File: src/rtl/sdram_arbiter_if.sv
// Signal bundle between the two requesters, sdram_arbiter and the SDRAM
// controller command port.
//   slave  : the arbiter's view (requests in, acks/rdata/command out)
//   master : the environment's view (requesters plus controller)
interface sdram_arbiter_if;
    // Requester side
    logic        p0_req;
    logic        p1_req;
    logic        p0_write;
    logic        p1_write;
    logic [24:0] p0_addr;
    logic [24:0] p1_addr;
    logic [31:0] p0_wdata;
    logic [31:0] p1_wdata;
    logic [1:0]  p0_dwidth;
    logic [1:0]  p1_dwidth;
    logic        p0_ack;
    logic        p1_ack;
    logic [31:0] p0_rdata;
    logic [31:0] p1_rdata;

    // Controller side
    logic        sdram_enable;
    logic        sdram_write;
    logic [24:0] sdram_addr;
    logic [31:0] sdram_wdata;
    logic [1:0]  sdram_dwidth;
    logic [31:0] sdram_rdata;
    logic        sdram_ready;

    // Status
    logic        init_done;
    logic        busy;
    logic        grant_id;

    modport slave (
        input  p0_req, p1_req, p0_write, p1_write, p0_addr, p1_addr,
               p0_wdata, p1_wdata, p0_dwidth, p1_dwidth,
               sdram_rdata, sdram_ready,
        output p0_ack, p1_ack, p0_rdata, p1_rdata,
               sdram_enable, sdram_write, sdram_addr, sdram_wdata, sdram_dwidth,
               init_done, busy, grant_id
    );

    modport master (
        output p0_req, p1_req, p0_write, p1_write, p0_addr, p1_addr,
               p0_wdata, p1_wdata, p0_dwidth, p1_dwidth,
               sdram_rdata, sdram_ready,
        input  p0_ack, p1_ack, p0_rdata, p1_rdata,
               sdram_enable, sdram_write, sdram_addr, sdram_wdata, sdram_dwidth,
               init_done, busy, grant_id
    );
endinterface

File: src/rtl/sdram_arbiter.sv
// sdram_arbiter: shares one SDRAM controller command port between the CPU
// data path (port 0) and a DMA / framebuffer master (port 1).
// Flow: INIT (wait for first ready) -> IDLE -> ISSUE (one-cycle enable)
//       -> BUSY (guarded wait for ready) -> DONE (ack pulse) -> IDLE.
// Optional feature macro: SDRAM_ARB_RR_EN selects round-robin tie breaking;
// when undefined, port 0 has fixed priority on ties.
module sdram_arbiter #(
    parameter int READY_GUARD = 1   // BUSY cycles with ready ignored, 1..7
) (
    input  logic           clk,
    input  logic           rst,
    sdram_arbiter_if.slave bus
);
    localparam int         ADDR_W     = 25;
    localparam int         DATA_W     = 32;
    localparam logic [2:0] GUARD_LOAD = 3'(READY_GUARD);

    typedef enum logic [2:0] {
        ST_INIT  = 3'd0,
        ST_IDLE  = 3'd1,
        ST_ISSUE = 3'd2,
        ST_BUSY  = 3'd3,
        ST_DONE  = 3'd4
    } state_t;

    state_t              state_q, state_d;
    logic [2:0]          guard_q, guard_d;
    logic                init_done_q, init_done_d;
    logic                grant_q, grant_d;
    logic                cmd_write_q, cmd_write_d;
    logic [ADDR_W-1:0]   cmd_addr_q, cmd_addr_d;
    logic [DATA_W-1:0]   cmd_wdata_q, cmd_wdata_d;
    logic [1:0]          cmd_dwidth_q, cmd_dwidth_d;
    logic [DATA_W-1:0]   p0_rdata_q, p0_rdata_d;
    logic [DATA_W-1:0]   p1_rdata_q, p1_rdata_d;
    logic                any_req;
    logic                winner;

`ifdef SDRAM_ARB_RR_EN
    logic                last_q, last_d;
`endif

    // Decide which port would win if IDLE sampled the requests this cycle.
    always_comb begin
        any_req = bus.p0_req | bus.p1_req;
`ifdef SDRAM_ARB_RR_EN
        // On a tie the port that did not get the previous grant goes first.
        if (bus.p0_req && bus.p1_req) begin
            winner = ~last_q;
        end else begin
            winner = bus.p1_req;
        end
`else
        // Port 1 only wins when port 0 is not asking.
        winner = bus.p1_req & ~bus.p0_req;
`endif
    end

    // Next-state, command capture and read-data capture for the transaction FSM.
    always_comb begin
        state_d      = state_q;
        guard_d      = guard_q;
        init_done_d  = init_done_q;
        grant_d      = grant_q;
        cmd_write_d  = cmd_write_q;
        cmd_addr_d   = cmd_addr_q;
        cmd_wdata_d  = cmd_wdata_q;
        cmd_dwidth_d = cmd_dwidth_q;
        p0_rdata_d   = p0_rdata_q;
        p1_rdata_d   = p1_rdata_q;
`ifdef SDRAM_ARB_RR_EN
        last_d       = last_q;
`endif

        case (state_q)
            ST_INIT: begin
                // Requests are ignored until the controller first reports ready.
                if (bus.sdram_ready) begin
                    init_done_d = 1'b1;
                    state_d     = ST_IDLE;
                end
            end

            ST_IDLE: begin
                if (any_req) begin
                    grant_d = winner;
`ifdef SDRAM_ARB_RR_EN
                    last_d  = winner;
`endif
                    if (winner) begin
                        cmd_write_d  = bus.p1_write;
                        cmd_addr_d   = bus.p1_addr;
                        cmd_wdata_d  = bus.p1_wdata;
                        cmd_dwidth_d = bus.p1_dwidth;
                    end else begin
                        cmd_write_d  = bus.p0_write;
                        cmd_addr_d   = bus.p0_addr;
                        cmd_wdata_d  = bus.p0_wdata;
                        cmd_dwidth_d = bus.p0_dwidth;
                    end
                    state_d = ST_ISSUE;
                end
            end

            ST_ISSUE: begin
                // The controller may still show the previous ready level for a
                // few cycles after the strobe; the guard hides that window.
                guard_d = GUARD_LOAD;
                state_d = ST_BUSY;
            end

            ST_BUSY: begin
                if (guard_q != 3'd0) begin
                    guard_d = guard_q - 3'd1;
                end else if (bus.sdram_ready) begin
                    if (!cmd_write_q) begin
                        if (grant_q) begin
                            p1_rdata_d = bus.sdram_rdata;
                        end else begin
                            p0_rdata_d = bus.sdram_rdata;
                        end
                    end
                    state_d = ST_DONE;
                end
            end

            ST_DONE: begin
                state_d = ST_IDLE;
            end

            default: begin
                state_d = ST_INIT;
            end
        endcase
    end

    // Transaction state, registered command and per-port read data.
    always_ff @(posedge clk or posedge rst) begin
        if (rst) begin
            state_q      <= ST_INIT;
            guard_q      <= 3'd0;
            init_done_q  <= 1'b0;
            grant_q      <= 1'b0;
            cmd_write_q  <= 1'b0;
            cmd_addr_q   <= '0;
            cmd_wdata_q  <= '0;
            cmd_dwidth_q <= 2'b00;
            p0_rdata_q   <= '0;
            p1_rdata_q   <= '0;
        end else begin
            state_q      <= state_d;
            guard_q      <= guard_d;
            init_done_q  <= init_done_d;
            grant_q      <= grant_d;
            cmd_write_q  <= cmd_write_d;
            cmd_addr_q   <= cmd_addr_d;
            cmd_wdata_q  <= cmd_wdata_d;
            cmd_dwidth_q <= cmd_dwidth_d;
            p0_rdata_q   <= p0_rdata_d;
            p1_rdata_q   <= p1_rdata_d;
        end
    end

`ifdef SDRAM_ARB_RR_EN
    // Last-grant pointer; starts at port 1 so port 0 wins the first tie.
    always_ff @(posedge clk or posedge rst) begin
        if (rst) begin
            last_q <= 1'b1;
        end else begin
            last_q <= last_d;
        end
    end
`endif

    // Outputs are decoded straight from registers, so they drop as soon as
    // reset is asserted.
    assign bus.sdram_enable = (state_q == ST_ISSUE);
    assign bus.sdram_write  = cmd_write_q;
    assign bus.sdram_addr   = cmd_addr_q;
    assign bus.sdram_wdata  = cmd_wdata_q;
    assign bus.sdram_dwidth = cmd_dwidth_q;
    assign bus.p0_ack       = (state_q == ST_DONE) & ~grant_q;
    assign bus.p1_ack       = (state_q == ST_DONE) &  grant_q;
    assign bus.p0_rdata     = p0_rdata_q;
    assign bus.p1_rdata     = p1_rdata_q;
    assign bus.init_done    = init_done_q;
    assign bus.grant_id     = grant_q;
    assign bus.busy         = (state_q == ST_ISSUE) || (state_q == ST_BUSY) ||
                              (state_q == ST_DONE);
endmodule

File: src/flat_wrapper.sv
// flat-port wrapper written by rule: the top's interface ports become plain ports
module sdram_arbiter_flat 
#(
    parameter int READY_GUARD = 1                                          
)
  (clk, rst, bus_p0_req, bus_p1_req, bus_p0_write, bus_p1_write, bus_p0_addr, bus_p1_addr, bus_p0_wdata, bus_p1_wdata, bus_p0_dwidth, bus_p1_dwidth, bus_sdram_rdata, bus_sdram_ready, bus_p0_ack, bus_p1_ack, bus_p0_rdata, bus_p1_rdata, bus_sdram_enable, bus_sdram_write, bus_sdram_addr, bus_sdram_wdata, bus_sdram_dwidth, bus_init_done, bus_busy, bus_grant_id);
  sdram_arbiter_if bus_i ();
  input  logic clk;
  input  logic rst;
  input wire logic [$bits(bus_i.p0_req)-1:0] bus_p0_req;
  input wire logic [$bits(bus_i.p1_req)-1:0] bus_p1_req;
  input wire logic [$bits(bus_i.p0_write)-1:0] bus_p0_write;
  input wire logic [$bits(bus_i.p1_write)-1:0] bus_p1_write;
  input wire logic [$bits(bus_i.p0_addr)-1:0] bus_p0_addr;
  input wire logic [$bits(bus_i.p1_addr)-1:0] bus_p1_addr;
  input wire logic [$bits(bus_i.p0_wdata)-1:0] bus_p0_wdata;
  input wire logic [$bits(bus_i.p1_wdata)-1:0] bus_p1_wdata;
  input wire logic [$bits(bus_i.p0_dwidth)-1:0] bus_p0_dwidth;
  input wire logic [$bits(bus_i.p1_dwidth)-1:0] bus_p1_dwidth;
  input wire logic [$bits(bus_i.sdram_rdata)-1:0] bus_sdram_rdata;
  input wire logic [$bits(bus_i.sdram_ready)-1:0] bus_sdram_ready;
  output wire logic [$bits(bus_i.p0_ack)-1:0] bus_p0_ack;
  output wire logic [$bits(bus_i.p1_ack)-1:0] bus_p1_ack;
  output wire logic [$bits(bus_i.p0_rdata)-1:0] bus_p0_rdata;
  output wire logic [$bits(bus_i.p1_rdata)-1:0] bus_p1_rdata;
  output wire logic [$bits(bus_i.sdram_enable)-1:0] bus_sdram_enable;
  output wire logic [$bits(bus_i.sdram_write)-1:0] bus_sdram_write;
  output wire logic [$bits(bus_i.sdram_addr)-1:0] bus_sdram_addr;
  output wire logic [$bits(bus_i.sdram_wdata)-1:0] bus_sdram_wdata;
  output wire logic [$bits(bus_i.sdram_dwidth)-1:0] bus_sdram_dwidth;
  output wire logic [$bits(bus_i.init_done)-1:0] bus_init_done;
  output wire logic [$bits(bus_i.busy)-1:0] bus_busy;
  output wire logic [$bits(bus_i.grant_id)-1:0] bus_grant_id;
  assign bus_i.p0_req = bus_p0_req;
  assign bus_i.p1_req = bus_p1_req;
  assign bus_i.p0_write = bus_p0_write;
  assign bus_i.p1_write = bus_p1_write;
  assign bus_i.p0_addr = bus_p0_addr;
  assign bus_i.p1_addr = bus_p1_addr;
  assign bus_i.p0_wdata = bus_p0_wdata;
  assign bus_i.p1_wdata = bus_p1_wdata;
  assign bus_i.p0_dwidth = bus_p0_dwidth;
  assign bus_i.p1_dwidth = bus_p1_dwidth;
  assign bus_i.sdram_rdata = bus_sdram_rdata;
  assign bus_i.sdram_ready = bus_sdram_ready;
  assign bus_p0_ack = bus_i.p0_ack;
  assign bus_p1_ack = bus_i.p1_ack;
  assign bus_p0_rdata = bus_i.p0_rdata;
  assign bus_p1_rdata = bus_i.p1_rdata;
  assign bus_sdram_enable = bus_i.sdram_enable;
  assign bus_sdram_write = bus_i.sdram_write;
  assign bus_sdram_addr = bus_i.sdram_addr;
  assign bus_sdram_wdata = bus_i.sdram_wdata;
  assign bus_sdram_dwidth = bus_i.sdram_dwidth;
  assign bus_init_done = bus_i.init_done;
  assign bus_busy = bus_i.busy;
  assign bus_grant_id = bus_i.grant_id;
  sdram_arbiter #(.READY_GUARD(READY_GUARD)) u_core (.clk(clk), .rst(rst), .bus(bus_i));
endmodule
File: config.mk
export PLATFORM = sky130hd
export DESIGN_NAME = sdram_arbiter_flat
export DESIGN_NICKNAME = d
export VERILOG_FILES = /design/src/rtl/sdram_arbiter_if.sv /design/src/rtl/sdram_arbiter.sv /design/src/flat_wrapper.sv
export SDC_FILE = /design/constraint.sdc
export NUM_CORES = 1
export LEC_CHECK = 0
export CAP_MARGIN = 40
export CORE_ASPECT_RATIO = 1.4
export CORE_MARGIN = 4
export CORE_UTILIZATION = 30
export CTS_CLUSTER_SIZE = 12
export DETAILED_ROUTE_END_ITERATION = 6
export GPL_ROUTABILITY_DRIVEN = 0
export SETUP_SLACK_MARGIN = 0.05
export SLEW_MARGIN = 20
export SYNTH_ARGS = -nofsm -noshare
export SYNTH_HDL_FRONTEND = slang
export SYNTH_SLANG_ARGS = --single-unit
File: constraint.sdc
create_clock -name clk -period 13.9 [get_ports clk]
set_input_delay 2.78 -clock clk [delete_from_list [all_inputs] [get_ports clk]]
set_output_delay 2.78 -clock clk [all_outputs]
set_load 0.01 [all_outputs]
# [After elaboration in Yosys (flattened, before gate mapping)]
# Cells that the tools add are included.
[totals] input_bits=157 out_inout_bits=130 reg_bits=132 word_cells=50
[classes] n_bitwise=8 eq_ne=9 mux=11 reduce_logical=11 n_addsub=1
[ops] op="two-way mux 32 bit" count=1
[ops] op="two-way mux 25 bit" count=1
[ops] op="two-way mux 3 bit" count=5
[ops] op="one-hot mux 3 bit (5 select lines)" count=1
[ops] op="AND reduction 5 bit" count=2
[ops] op="== test 3 x 2 -> 1 bit (second input constant)" count=2
[ops] op="inequality test 2 bit (second input constant)" count=3
[ops] op="one-hot mux 3 bit (2 select lines)" count=1
[ops] op="AND reduction 2 bit" count=3
[ops] op="inequality test 2 x 1 -> 1 bit (second input constant)" count=2
[ops] op="inverter 1 bit" count=4
[ops] op="AND reduction 4 bit" count=1
[ops] op="AND 1 bit" count=3
[ops] op="== test 3 x 1 -> 1 bit (second input constant)" count=1
[ops] op="== test 3 bit (second input constant)" count=1
[ops] op="zero test 3 bit" count=1
[ops] op="nonzero test 3 bit" count=1
[ops] op="subtractor 3 x 1 -> 3 bit (second input constant)" count=1
[ops] op="logical OR 1 bit" count=2
[ops] op="two-way mux 2 bit" count=1
[ops] op="nonzero test 2 bit" count=1
[ops] op="two-way mux 1 bit" count=1
[ops] op="OR 1 bit" count=1

# [Longest topological paths before layout]
[depth] ltp_word=3 mapped_depth=8 ltp_nobuf=6

# [Worst setup path after synthesis]
# No wires, ideal clock.
[synth_path] path_type="input-to-reg" startpoint="input port bus_p0_req" endpoint="register u_core.cmd_addr_q[0], in the netlist u_core.bus.sdram_addr[0]" setup_slack_ps=9787 path_buffers=2 arrival_ps=3988 setup_time_ps=125 t_required_ps=13775 path_stages=5 cell_sequence="nand2b_1 clkbuf_1 clkbuf_1 mux2_2 mux2_2"
[synth_between] elab_chain_len=3 word_cells_on_any_way=5 classes_between="mux: 1; bitwise: 3; reduce/logical: 1"
[synth_lines] element="from (decl)" line_no="flat_wrapper.sv:10" text="input wire logic [$bits(bus_i.p0_req)-1:0] bus_p0_req;"
[synth_lines] element="inverter 1 bit" line_no="sdram_arbiter.sv:55" text="winner = bus.p1_req & ~bus.p0_req;"
[synth_lines] element="AND 1 bit" line_no="sdram_arbiter.sv:55"
[synth_lines] element="two-way mux 25 bit" line_no="sdram_arbiter.sv:90" text="if (winner) begin"
[synth_lines] element="to (signal assigned)" line_no="sdram_arbiter.sv:156" text="cmd_addr_q <= cmd_addr_d;"
[synth_lines] element="to (decl)" line_no="sdram_arbiter.sv:31" text="logic [ADDR_W-1:0] cmd_addr_q, cmd_addr_d;"
# Parallel ways exist; a longest one is shown, timed or not.
# A chain may end at the register's enable or synchronous reset.

# [Worst setup path after layout]
[layout_path] startpoint="register u_core.state_q[1]" endpoint="output port bus_p0_ack"
[layout_between] elab_chain_len=2
[layout_lines] element="from (decl)" line_no="sdram_arbiter.sv:26" text="state_t state_q, state_d;"
[layout_lines] element="from (signal assigned)" line_no="sdram_arbiter.sv:151" text="state_q <= state_d;"
[layout_lines] element="== test 3 bit" line_no="sdram_arbiter.sv:182" text="assign bus.p0_ack = (state_q == ST_DONE) & ~grant_q;"
[layout_lines] element="AND 1 bit" line_no="sdram_arbiter.sv:182"
[layout_lines] element="to (decl)" line_no="flat_wrapper.sv:22" text="output wire logic [$bits(bus_i.p0_ack)-1:0] bus_p0_ack;"
# No other way between the ends.

==> impl_metrics.ini <==
[status]
status = finished, final reports clean

[clock_network]
resized_gates_after_cts = 0
cts_hold_buf = 0
cts_root_buf = sky130_fd_sc_hd__clkbuf_16
cts.sink_count = 132
post_cts_buffers = 0
cts-buffers-inserted = 17
path_clk_slew_ns = 0.07
cts_htree_levels = 4
clock_path_buffers = 2
tritoncts = built
clk-insertion-delay-late_ns = 0.42

[floorplan]
initial_utilization_pct = 30.6
rows = 61
coreArea_sq_um = 19900
floorplan.io_pins = 287
floorplan.die.height_um = 177
fp.dieArea_sq_um = 22700
die_width_um = 129

[setup_path]
crit_path_start_kind = register
crit_type = register to output pin
worst_setup_path_end_kind = output pin
cp.required_ns = 11.12
arrival_time_at_the_worst_endpoint_ns = 1.86
path_max_fanout = 9

[grt]
globalRouteTotalUtil_pct = 15.4
pin_count_of_the_biggest_net_entering_global_routing = 61
grt_first_pass_wirelength_um = 26600
antenna_found_initial = 0
first_global_vias = 4670
grt_overflow = 0

[synthesis]
synth_top_family_by_area = multiplexers
synth.largest_area_cell = sky130_fd_sc_hd__dfrtp_1
cell_types_with_the_highest_counts_after_synthesis = 132 x sky130_fd_sc_hd__dfrtp_1, 124 x sky130_fd_sc_hd__mux2_2, 60 x sky130_fd_sc_hd__mux2_4
synth.ff_latch_count = 132
synth.area.mux_share_pct = 37.7
seq_area_frac_synth_pct = 54.2
netlist_top_cells_area = sky130_fd_sc_hd__dfrtp_1 54%, sky130_fd_sc_hd__mux2_2 23%, sky130_fd_sc_hd__mux2_4 15%
yosys.area_share.xor_xnor_pct = 0
post_synth_fa_ha_maj_area_fraction_pct = 0.410
synth_area_sq_um = 6100
ys.warnings.count = 0
synth_area_per_cell_sq_um = 15.9
synthMostInstantiatedCell = sky130_fd_sc_hd__dfrtp_1
synth_cell_types = 30
synth_largest_type_area_fraction_pct = 54.2
synth_compound_gate_area_share_pct = 1.46
post_synth_inst_count = 384
synthFlopType = sky130_fd_sc_hd__dfrtp_1
synth_simple_gate_area_share_pct = 2.26
async_flop_share_pct = 100
synth_edf_count = 0
synth_fp_nets = 543

[timing]
setup_tns_ns = 0
timing.fmax_mhz = 216
layout_worst_path_cycle_share_pct = 33.4
setup-violations-final = 0
clk_skew_ns = 0.0151
tightest_slew_ns = 0.804
report.final.slew_viol_count = 0
hold_viol_final = 0
rsz_0062_raised_after_global_routing = false
timing.slew.headroom_pct = 46.4
finalWorstPathRequiredPeriod_ns = 4.64

[detailed_routing]
dr_total_vias = 4199
drt_pass1_iterations = 4
routed_wl_um = 17700
dr.first_iter.drc_count = 134
detail-route-antenna-nets = 0
detail_route.drc_violations = 0
vias_per_cell = 4.49
routed_len_inst_um = 18.9

[layout]
number_of_nets_at_the_end_of_the_flow = 829
final_design_area_no_fill_sq_um = 9750
layout-drive-gt1-share_pct = 33.8
area_added_between_synthesis_and_finish_pct = 59.9

[power_and_ir_drop]
power.ir.vdd_worst_mv = 0.0962
static-leakage-power_uw = 0.00426
power_density_nw_per_um2 = 203

[min_path]
timing.hold.worst.class = register to register

[place]
io_buf_count = 286
dpl_hpwl_um = 13700
placedInstanceArea_sq_um = 9140

[run]
timing.max_cap.violations = 0
[worst max-delay path, stage by stage (launching register included)]
cell                              delay [ns]
sky130_fd_sc_hd__dfrtp_1                0.50
sky130_fd_sc_hd__nor2_1                 0.18
sky130_fd_sc_hd__nand2_1                0.11
sky130_fd_sc_hd__nor2_1                 0.11
sky130_fd_sc_hd__clkdlybuf4s50_1        0.55
[stage by stage]
step / setup slack, ns / std cells / hold slack [ns] / utilization, % / total power, uW
6_report: 9.26 / 936 / 0.468 / 49.0 / 1980
3_3_place_gp: 8.72 / 900 / 0.459 / 45.6 / 1530
5_1_grt: 9.14 / 935 / 0.513 / 48.9 / 2080
2_1_floorplan: 7.59 / 384 / 0.493 / - / 1070
3_5_place_dp: 8.84 / 903 / 0.453 / 45.9 / 1550
4_1_cts: 9.26 / 935 / 0.473 / 48.9 / 2010
[kinds of logic (layout without fill, tap and decap cells)]
logic type / Yosys count / count (layout)
AND/OR/NAND/NOR: 23 / 23
flip-flops: 132 / 132
AO/OA/AOI/OAI: 13 / 13
buffers and inverters: 30 / 329
adder cells (fa/ha/maj): 2 / 2
other: 0 / 1
multiplexers: 184 / 184
[state kept, by name, indices dropped and copies added, names as in the netlist, 2 cells and up]
name	count
u_core.bus.p1_rdata	32
u_core.bus.sdram_addr	25
u_core.guard_q	3
u_core.bus.sdram_dwidth	2
u_core.state_q	3
u_core.bus.p0_rdata	32
u_core.bus.sdram_wdata	32
[path summary, 6_finish.rpt]
path,from,end,slack [ns],cells past startpoint
max in group asynchronous,rst,u_core.bus.sdram_wdata[20],10.07,3
min in group asynchronous,rst,u_core.bus.p0_rdata[28],2.73,2
max,u_core.state_q[1],bus_p0_ack,9.26,4
min,u_core.bus.init_done,u_core.bus.init_done,0.47,1
min reg2reg,u_core.bus.init_done,u_core.bus.init_done,0.47,1
max reg2reg,u_core.guard_q[0],u_core.bus.p0_rdata[29],11.21,7
[power by group]
group          internal (uW)  switching, uW
Clock                    258            196
Sequential               561            107
Combinational            554            306
Total                   1370            609
[cell type report]
type	count	area (sq um)
antenna	1	2.50
clock buffer	17	425
clock inverter	15	184
fill	1737	10200
inverter	5	21.3
multi-input combinational	222	2550
sequential	132	3300
tap	252	315
timing repair buffer	292	2950
[cell usage in the layout, fill, tap and decap left out, types with 3 or more instances in the layout]
| cell | n |
|---|---|
| sky130_fd_sc_hd__clkdlybuf4s50_1 | 286 |
| sky130_fd_sc_hd__dfrtp_1 | 132 |
| sky130_fd_sc_hd__mux2_2 | 124 |
| sky130_fd_sc_hd__mux2_4 | 60 |
| sky130_fd_sc_hd__clkbuf_16 | 17 |
| sky130_fd_sc_hd__nor2_1 | 6 |
| sky130_fd_sc_hd__nand2_1 | 5 |
| sky130_fd_sc_hd__inv_1 | 4 |
| sky130_fd_sc_hd__a21oi_1 | 4 |
| sky130_fd_sc_hd__inv_6 | 4 |
| sky130_fd_sc_hd__inv_8 | 4 |
| sky130_fd_sc_hd__clkinv_8 | 3 |
| sky130_fd_sc_hd__buf_12 | 3 |
| sky130_fd_sc_hd__buf_4 | 3 |
[metal layers]
metal | vias to the layer above | wire length (um) | global-route usage, %
met5 | - | 0 | 0
li1 | 1948 | - | -
met1 | 2069 | 6240 | 16.1
met2 | 152 | 9920 | 28.5
met4 | 0 | 624 | 7.22
met3 | 30 | 902 | 3.65
No activity file was read; power rests on OpenSTA's default activity.
